<file path="src/rtl/serial_alu_ctrl_pkg.sv">
// Shared ALU definitions: controller state encoding and op-select constants.
package serial_alu_ctrl_pkg;

   typedef enum logic [1:0] {
      IDLE = 2'd0,
      RUN  = 2'd1,
      DONE = 2'd2
   } alu_state_e;

   localparam logic OP_ADD = 1'b0;
   localparam logic OP_SUB = 1'b1;

endpackage

</file>
<file path="src/rtl/serial_alu_ctrl_if.sv">
// Command/result bus between the ALU operand source and the serial controller.
interface serial_alu_ctrl_if #(
   parameter int unsigned WIDTH = 8
);
   logic             start;
   logic             sub;
   logic [WIDTH-1:0] a;
   logic [WIDTH-1:0] b;
   logic             busy;
   logic             done;
   logic [WIDTH-1:0] result;
   logic             cout;
   logic             ovf;

   modport master (
      output start, sub, a, b,
      input  busy, done, result, cout, ovf
   );

   modport slave (
      input  start, sub, a, b,
      output busy, done, result, cout, ovf
   );
endinterface

</file>
<file path="src/rtl/serial_alu_ctrl_fa.sv">
// One-bit full-adder cell; the only arithmetic in the serial datapath.
module serial_alu_ctrl_fa (
   input  logic a,
   input  logic b,
   input  logic cin,
   output logic sum_c,
   output logic cout_c
);

   // Sum and carry of three input bits
   always_comb begin
      sum_c  = a ^ b ^ cin;
      cout_c = (a & b) | (a & cin) | (b & cin);
   end

endmodule

</file>
<file path="src/rtl/serial_alu_ctrl.sv">
// Bit-serial add/subtract controller: sequences one full-adder cell LSB first
// over WIDTH clocks and returns a registered result with carry/overflow.
module serial_alu_ctrl
   import serial_alu_ctrl_pkg::*;
#(
   parameter int unsigned WIDTH = 8
) (
   input  logic            clk,
   input  logic            rst_n,
   serial_alu_ctrl_if.slave bus
);

   localparam int unsigned CNT_W = $clog2(WIDTH) + 1;

   alu_state_e       state;
   alu_state_e       state_nxt;
   logic             load_c;
   logic             last_c;

   logic [WIDTH-1:0] op_a;
   logic [WIDTH-1:0] op_b;
   logic [WIDTH-1:0] shreg;
   logic             carry;
   logic [CNT_W-1:0] cnt;

   logic [WIDTH-1:0] result_q;
   logic             cout_q;
   logic             ovf_q;
   logic             busy_q;
   logic             done_q;

   logic             fa_sum;
   logic             fa_cout;

   serial_alu_ctrl_fa u_fa (
      .a      (op_a[0]),
      .b      (op_b[0]),
      .cin    (carry),
      .sum_c  (fa_sum),
      .cout_c (fa_cout)
   );

   // State register
   always_ff @(posedge clk or negedge rst_n) begin
      if (!rst_n) begin
         state <= IDLE;
      end else begin
         state <= state_nxt;
      end
   end

   // Next-state decode plus load/finish strobes for the datapath
   always_comb begin
      state_nxt = state;
      load_c    = 1'b0;
      last_c    = 1'b0;
      case (state)
         IDLE: begin
            if (bus.start) begin
               load_c    = 1'b1;
               state_nxt = RUN;
            end
         end
         RUN: begin
            if (cnt == CNT_W'(WIDTH - 1)) begin
               last_c    = 1'b1;
               state_nxt = DONE;
            end
         end
         DONE:    state_nxt = IDLE;
         default: state_nxt = IDLE;
      endcase
   end

   // Operand capture, serial shift loop and result/flag capture on the last bit
   always_ff @(posedge clk or negedge rst_n) begin
      if (!rst_n) begin
         op_a     <= '0;
         op_b     <= '0;
         shreg    <= '0;
         carry    <= 1'b0;
         cnt      <= '0;
         result_q <= '0;
         cout_q   <= 1'b0;
         ovf_q    <= 1'b0;
      end else if (load_c) begin
         op_a  <= bus.a;
         op_b  <= (bus.sub == OP_SUB) ? ~bus.b : bus.b;
         carry <= (bus.sub == OP_SUB);
         cnt   <= '0;
      end else if (state == RUN) begin
         shreg <= {fa_sum, shreg[WIDTH-1:1]};
         op_a  <= {1'b0, op_a[WIDTH-1:1]};
         op_b  <= {1'b0, op_b[WIDTH-1:1]};
         carry <= fa_cout;
         cnt   <= cnt + CNT_W'(1);
         if (last_c) begin
            // carry still holds the carry into the MSB on this edge
            result_q <= {fa_sum, shreg[WIDTH-1:1]};
            cout_q   <= fa_cout;
            ovf_q    <= carry ^ fa_cout;
         end
      end
   end

   // Moore status flags, registered from the next state
   always_ff @(posedge clk or negedge rst_n) begin
      if (!rst_n) begin
         busy_q <= 1'b0;
         done_q <= 1'b0;
      end else begin
         busy_q <= (state_nxt == RUN);
         done_q <= (state_nxt == DONE);
      end
   end

   assign bus.busy   = busy_q;
   assign bus.done   = done_q;
   assign bus.result = result_q;
   assign bus.cout   = cout_q;
   assign bus.ovf    = ovf_q;

endmodule

</file>
<file path="src/flat_wrapper.sv">
// flat-port wrapper written by rule: the top's interface ports become plain ports
module serial_alu_ctrl_flat import serial_alu_ctrl_pkg::*;
#(
   parameter int unsigned WIDTH = 8
)
  (clk, rst_n, bus_start, bus_sub, bus_a, bus_b, bus_busy, bus_done, bus_result, bus_cout, bus_ovf);
  serial_alu_ctrl_if #(.WIDTH(WIDTH)) bus_i ();
  input  logic clk;
  input  logic rst_n;
  input wire logic [$bits(bus_i.start)-1:0] bus_start;
  input wire logic [$bits(bus_i.sub)-1:0] bus_sub;
  input wire logic [$bits(bus_i.a)-1:0] bus_a;
  input wire logic [$bits(bus_i.b)-1:0] bus_b;
  output wire logic [$bits(bus_i.busy)-1:0] bus_busy;
  output wire logic [$bits(bus_i.done)-1:0] bus_done;
  output wire logic [$bits(bus_i.result)-1:0] bus_result;
  output wire logic [$bits(bus_i.cout)-1:0] bus_cout;
  output wire logic [$bits(bus_i.ovf)-1:0] bus_ovf;
  assign bus_i.start = bus_start;
  assign bus_i.sub = bus_sub;
  assign bus_i.a = bus_a;
  assign bus_i.b = bus_b;
  assign bus_busy = bus_i.busy;
  assign bus_done = bus_i.done;
  assign bus_result = bus_i.result;
  assign bus_cout = bus_i.cout;
  assign bus_ovf = bus_i.ovf;
  serial_alu_ctrl #(.WIDTH(WIDTH)) u_core (.clk(clk), .rst_n(rst_n), .bus(bus_i));
endmodule
</file>
<file path="config.mk">
export PLATFORM = sky130hd
export DESIGN_NAME = serial_alu_ctrl_flat
export DESIGN_NICKNAME = d
export VERILOG_FILES = /design/src/rtl/serial_alu_ctrl_pkg.sv /design/src/rtl/serial_alu_ctrl_if.sv /design/src/rtl/serial_alu_ctrl_fa.sv /design/src/rtl/serial_alu_ctrl.sv /design/src/flat_wrapper.sv
export SDC_FILE = /design/constraint.sdc
export NUM_CORES = 1
export LEC_CHECK = 0
export ABC_AREA = 1
export BUFFER_PORTS_ARGS = -buffer_cell sky130_fd_sc_hd__buf_2
export CORE_MARGIN = 2
export CORE_UTILIZATION = 25
export CTS_CLUSTER_DIAMETER = 60
export DETAILED_ROUTE_END_ITERATION = 6
export GPL_TIMING_DRIVEN = 0
export SLEW_MARGIN = 20
export SYNTH_ARGS = -nofsm -noshare
export SYNTH_HDL_FRONTEND = slang
export SYNTH_SLANG_ARGS = --single-unit
</file>
<file path="constraint.sdc">
create_clock -name clk -period 1.6 [get_ports clk]
set_input_delay 0.16 -clock clk [delete_from_list [all_inputs] [get_ports clk]]
set_output_delay 0.16 -clock clk [all_outputs]
set_load 0.005 [all_outputs]
</file>
==> summary.md, run 1 <==
| Metric | Value |
|---|---|
| Status | finished clean |
| I/O pins | 32 |
| Most common cell after layout, fill and taps aside | nand2_1 |
| Overall global routing resource usage | 10.44% |
| Critical path class | flip-flop to flip-flop |
| Worst-path clk slew | 0.08 ns |
| Largest family of logic cells by synthesized area | simple AND/OR/NAND/NOR gates |
| Comb power frac | 36.6% |
| Data required, critical path | 1.79 ns |
| Final std cells w/o fill | 359 |
| CP Cell Sequence | ha_1, nand3b_1, clkbuf_2, o21ai_0, nand2_1 |
| Total negative slack | 0 ns |
| First DRT Iteration DRCs | 78 |
| Cell total after placement | 351 |
| Rel. slew slack | 38.06% |
| Pwr dens | 1695 nW/um^2 |
| Adder-Cell Fraction of Synth Area | 1.699% |
| Synth Register Bits | 42 |
| Pre-CTS setup slack | 0.2653 ns |
| Pins Over Slew Limit | 0 |
| First-pass GRT wire length | 6.893 mm |
| Max cap viols | 0 |
| Core Area | 7331 um^2 |
| Crit path max fanout | 10 |
| CP arrival | 1.51 ns |
| Ys flop type | dfrtp_1 |
| Int Power | 2.398 mW |
| CP max stage cell | dfrtp_1 |
| Routability congestion estimate | 0.7707 |
| Post-detailed-route count of antenna-violating nets | 0 |
| # hold bufs at CTS | 0 |
| Routed WL | 4.104 mm |
| Die Area | 8373 um^2 |
| Nets@finish | 281 |
| Max incr delay on CP | 0.38 ns |
| Syn Std Cell Area | 1914 um^2 |
| Kind of cell adding the most delay to the critical path | flip-flops |
| FILL cells | 792 |
| Die Y | 91.51 um |
| FP Rows | 31 |
| Antenna violations before repair | 0 |
| Post-synthesis average cell area | 8.584 um^2 |
| Startpoint Class | flip-flop |
| Sw frac | 37.82% |
| Number of global-route vias before repair | 1428 |
| Worst-skew pair later-pin latency | 0.29 ns |
| WP buf/inv | 1 |
| Starting density of the core | 26.11% |
| Setup Viol. Count Final | 0 |
| Syn_nets | 245 |
| Ratio of cells with drive above 1 in the final layout | 20.77% |
| DRC errors left | 0 |
| EDFF count, synth | 0 |
| Compound-Gate Fraction of Synth Area | 5.490% |
| Drt first pass iters | 4 |
| Yosys warning count | 0 |
| H-Tree Level Count | 2 |
| Area grow syn2layout | 18.82% |
| Max Fclk | 0.7549 GHz |
| DR WL/cell | 11.43 um |
| HPWL Detailed | 2.848 mm |
| Worst-margin pin slew | 0.9290 ns |
| Largest net degree at the start of global routing | 43 |
| Post-CTS resize count | 0 |
| Gr ovfl total | 0 |
| CTS Buf Count | 5 |
| Multi-input combinational cell area | 735.7 um^2 |
| Ant. Diodes | 0 |
| Commonest non-fill, non-tap cells in the layout | 77 x nand2_1, 42 x dfrtp_1, 37 x buf_2, 35 x nand3_1, 13 x inv_1 |
| RSZ-0062 raised after global routing | false |
| Maximum VDD drop | 543.5 uV |
| Worst clock skew | 0.003752 ns |
| Setup Buffers After CTS | 0 |
| Min Clock Period, post-route | 1.325 ns |
| Leakage | 1.180 nW |
| Routed via count | 1554 |
| Synth unique cells | 21 |
| Longest Clk Path Bufs | 2 |
| Async S/R FF share, synth | 100.0% |
| Root buffer cell | clkbuf_8 |
| Xor/xnor share of the synthesized area | 1.373% |
| Buffers added on ports | 29 |
| Share of the yosys chip area belonging to registers | 54.90% |
| Reg power frac | 45.3% |
| Switching Power | 1.459 mW |
| # clock sinks | 42 |
| Post-synthesis mux area share | 0% |
| Overall die width | 91.51 um |
| Simple-gate portion of the synthesized area | 29.87% |
| Setup crit end kind | flip-flop |
| FF/Latch Area | 1051 um^2 |
| Fin worst setup slack | 0.2754 ns |
| Vias/cell | 4.329 |
| Worst min path class | primary input to async pin |
| Final Hold Viols | 0 |
| Final period util | 82.79% |
| Clock power share | 18.1% |
| Synth Instances | 223 |
| CTS tree | done |
## sequential cells by signal, indices dropped and copies added, names as in the netlist
name	cells
u_core.op_a	8
u_core.bus.busy	1
u_core.op_b	8
u_core.bus.result	8
u_core.cnt	4
u_core.carry	1
u_core.bus.cout	1
u_core.shreg	7
u_core.bus.done	1
u_core.bus.ovf	1
u_core.state	2
## final cells by class
| class | count | area share, % |
|---|---|---|
| clock buffer | 7 | 3.795 |
| sequential | 42 | 46.20 |
| multi-input combinational | 153 | 32.34 |
| buffer | 12 | 2.970 |
| inverter | 16 | 2.640 |
| tap | 99 | 5.446 |
| timing repair buffer | 29 | 6.381 |
| clock inverter | 1 | 0.2200 |
## per-layer routing
layer	global-route usage (%)	vias to the layer above	wire length, um
met3	3.900	4	254
li1	-	791	-
met2	15.20	47	1785
met1	14.41	712	2012
met5	0	-	0
met4	3.030	0	52
## metrics by stage
stage | hold slack [ns] | utilization [%] | cell area, um^2 | total power [mW]
4_1_cts | 0.03044 | 31.03 | 2275 | 3.914
3_5_place_dp | 0.3534 | 29.78 | 2183 | 3.202
5_1_grt | 0.06116 | 31.03 | 2275 | 4.205
3_3_place_gp | 0.3493 | 29.78 | 2183 | 3.166
2_1_floorplan | -0.1356 | - | 1914 | 2.717
6_report | 0.002957 | 31.03 | 2275 | 3.856
## final timing paths
path	startpoint	to	slack, ns	cells after the start
worst max-delay path	u_core.cnt[0]	u_core.bus.cout	0.28	5
worst min-delay path	rst_n	u_core.bus.result[1]	0.003	1
worst max register to register	u_core.cnt[0]	u_core.bus.cout	0.28	5
worst min register to register	u_core.bus.result[2]	u_core.bus.result[2]	0.48	2
max in group asynchronous	rst_n	u_core.carry	1.03	1
min in group clk	bus_a[7]	u_core.op_a[7]	0.06	3
## power by group through the flow
stage	Clock, mW	Combinational [mW]	Sequential [mW]
floorplan	0	0.980	1.74
global placement	0	1.41	1.76
detailed placement	0	1.43	1.77
CTS	0.726	1.44	1.75
global route	0.767	1.62	1.81
finish	0.699	1.41	1.75
## cells by family (layout without fill, tap and decap cells)
| logic type | count (synthesis) | count (layout) |
|---|---|---|
| AOI/OAI and AO/OA | 21 | 21 |
| DFF | 42 | 42 |
| adders and majority gates | 2 | 2 |
| buffers and inverters | 28 | 65 |
| xor gates and xnor gates | 3 | 3 |
| and+or+nand+nor | 127 | 127 |
## synthesized netlist by cell type, types with 2 or more instances
master / count / area (um^2)
nand2_1: 77 / 289.0
dfrtp_1: 42 / 1051
nand3_1: 35 / 175.2
inv_1: 13 / 48.80
o21ai_0: 12 / 60.06
buf_2: 8 / 40.04
nand4_1: 7 / 43.79
o21ai_1: 6 / 30.03
a21oi_1: 3 / 15.01
buf_4: 3 / 22.52
nor2_1: 3 / 11.26
inv_2: 2 / 7.510
nand2_4: 2 / 22.52
nor2_4: 2 / 22.52
xnor2_1: 2 / 17.52
## worst reg2reg max path, cell delays in order, from the launching register on
cell and delay, ns:
dfrtp_1 0.38, ha_1 0.20, nand3b_1 0.17, clkbuf_2 0.23
o21ai_0 0.18, nand2_1 0.07
(Power assumes the default switching activity.)
==> run 2, diff against run 1 <==
- clock period: 1.6 -> 1.3 ns (I/O delays scaled with it)
==> summary.md, run 2 (same netlist as run 1, synthesis figures left out) <==
| Metric | Value |
|---|---|
| Total power | 5.045 mW (+31%) |
| H-Tree Level Count | 2 (unchanged) |
| Hold_ws | -0.02530 ns (-0.02825 ns) |
| Routed WL | 4.382 mm (+6.8%) |
| Starting density of the core | 26.11% (unchanged) |
| Maximum VDD drop | 680.8 uV (+25%) |
| HPWL Detailed | 2.848 mm (unchanged) |
| Most common cell after layout, fill and taps aside | nand2_1 |
| Core Area | 7331 um^2 (unchanged) |
| Fin worst setup slack | -0.01525 ns (-0.2906 ns) |
| I/O pins | 32 (unchanged) |
| Data required, critical path | 1.49 ns (-0.30 ns) |
| Final core utilization | 32.45% (+1.4 points) |
| Final Hold Viols | 42 (+42) |
| Min Clock Period, post-route | 1.315 ns (-0.009370 ns) |
| # hold bufs at CTS | 0 (unchanged) |
| Reg-to-Reg End | u_core.bus.result[7] |
| Buffers added on ports | 29 (unchanged) |
| Routed via count | 1610 (+3.6%) |
| Number of global-route vias before repair | 1466 (+2.7%) |
| Post-detailed-route count of antenna-violating nets | 0 (unchanged) |
| Failing checks | negative hold slack, negative setup slack |
| Critical path origin | u_core.cnt[1] |
| Pre-CTS setup slack | -0.03465 ns (-0.3000 ns) |
| Largest net degree at the start of global routing | 43 (unchanged) |
| Area grow syn2layout | 24.25% |
| Worst-margin pin slew | 0.9377 ns (+0.008678 ns) |
| Die Area | 8373 um^2 (unchanged) |
| DRC errors left | 0 (unchanged) |
| Longest Clk Path Bufs | 2 (unchanged) |
| Startpoint Class | flip-flop |
| First DRT Iteration DRCs | 70 (-10%) |
| R2r setup slk | -0.02 ns (-0.29 ns) |
| Total negative slack | -0.03874 ns (-0.03874 ns) |
| Worst-path clk slew | 0.08 ns (about the same) |
| Critical path class | flip-flop to flip-flop |
| Setup crit end kind | flip-flop |
| Pwr dens | 2121 nW/um^2 (+25%) |
| Leakage | 1.219 nW (+3.3%) |
| Die Y | 91.51 um (unchanged) |
| R2R depth | 5 (unchanged) |
| Routability congestion estimate | 0.7707 (unchanged) |
| Vias/cell | 4.411 (+1.9%) |
| FF/Latch Area | 1051 um^2 (unchanged) |
| Overall global routing resource usage | 10.81% (+0.37 points) |
| Crit path max fanout | 5 (-5) |
| CP arrival | 1.50 ns (about the same) |
| Grt met3 use | 3.900% (unchanged) |
| FILL cells | 792 (unchanged) |
| Ratio of cells with drive above 1 in the final layout | 25.94% (+5.2 points) |
| Max cap viols | 0 (unchanged) |
| Gr ovfl total | 0 (unchanged) |
| Status | complete, but fails checks |
| Final Instance Area | 2379 um^2 (+4.6%) |
| Rel. slew slack | 37.49% (-0.58 points) |
| # clock sinks | 42 (unchanged) |
| Worst min path class | primary input to async pin |
| Setup Viol. Count Final | 5 (+5) |
| Pins Over Slew Limit | 0 (unchanged) |
| CTS tree | done |
| Cell total after placement | 351 (unchanged) |
| Antenna violations before repair | 0 (unchanged) |
| Multi-input combinational cell area | 774.5 um^2 (+5.3%) |
| GRT Max-Usage Layer | met2 |
| Commonest non-fill, non-tap cells in the layout | 77 x nand2_1, 42 x dfrtp_1, 37 x buf_2, 35 x nand3_1, 13 x inv_1 |
| Grt met1 use | 14.62% (+0.21 points) |
| Grt met2 use | 16.24% (+1.0 points) |
| FP Rows | 31 (unchanged) |
| Worst r2r src | u_core.cnt[1] |
| Max Fclk | 0.7603 GHz (+0.71%) |
| CTS Buf Count | 5 (unchanged) |
| Ant. Diodes | 0 (unchanged) |
| Final period util | 101.2% (+18 points) |
| DR WL/cell | 12.01 um (+5.0%) |
| Final std cells w/o fill | 365 (+1.7%) |
| Overall die width | 91.51 um (unchanged) |
| Nets@finish | 287 (+2.1%) |
| Placed standard-cell area | 2183 um^2 (unchanged) |
| Root buffer cell | clkbuf_8 |
| Worst-skew pair later-pin latency | 0.29 ns (about the same) |
| Drt first pass iters | 4 (unchanged) |
| First-pass GRT wire length | 7.127 mm (+3.4%) |
| Worst clock skew | 0.003800 ns (+0.00004716 ns) |
| RSZ-0062 raised after global routing | true |
-- run 2: changes by cell type in the layout (fill, tap and decap cells not counted), sizes merged --
cell | before | now
clkinv | 2 | 1
clkinvlp | 0 | 1
buf | 40 | 46
-- run 2: layout make-up --
cell class	count	share of cell area [%]
flip-flops and latches	42	44.19
clock buffers	7	3.630
well taps	99	5.208
inverters	16	2.683
multi-input cells	153	32.56
repair buffers	35	8.154
plain buffers	12	3.367
clock inverters	1	0.2104
-- run 2: worst max-delay path by stage --
stage	endpoint	slack (ns)	depth (start not counted)
final	u_core.bus.result[7]	-0.02	5
after detailed placement	u_core.bus.result[7]	-0.03	5
after floorplan	u_core.bus.ovf	0.07	4
after CTS	u_core.bus.result[7]	0.003	5
after global routing	u_core.bus.ovf	-0.09	6
after global placement	u_core.bus.cout	-0.03	5
-- run 2: power by group --
part	switching, mW	internal (mW)	total [mW]	leakage, nW
Clock	0.437	0.428	0.866	0.0482
Sequential	0.344	1.84	2.18	0.538
Combinational	1.16	0.836	2.00	0.633
Total	1.94	3.10	5.05	1.22
-- run 2: worst max-delay path: stages, from the launching register on --
cell	delay, ns
dfrtp_1	0.41
ha_4	0.16
nand3b_1	0.22
clkbuf_8	0.25
o21ai_2	0.11
nand2_1	0.05
-- run 2: routing by layer --
| metal | vias up | share of wire (%) |
|---|---|---|
| met1 | 758 | 48 |
| li1 | 807 | - |
| met3 | 2 | 5.0 |
| met5 | - | 0 |
| met4 | 0 | 0.57 |
| met2 | 43 | 46 |
-- run 2: what timing repair did --
action,4_1_cts,5_1_grt
setup endpoints to repair,6,15
endpoints found under the hold margin,0,0
pin swaps,1,3
gates cloned,1,0
buffers inserted,3,2
resized for setup,3,18
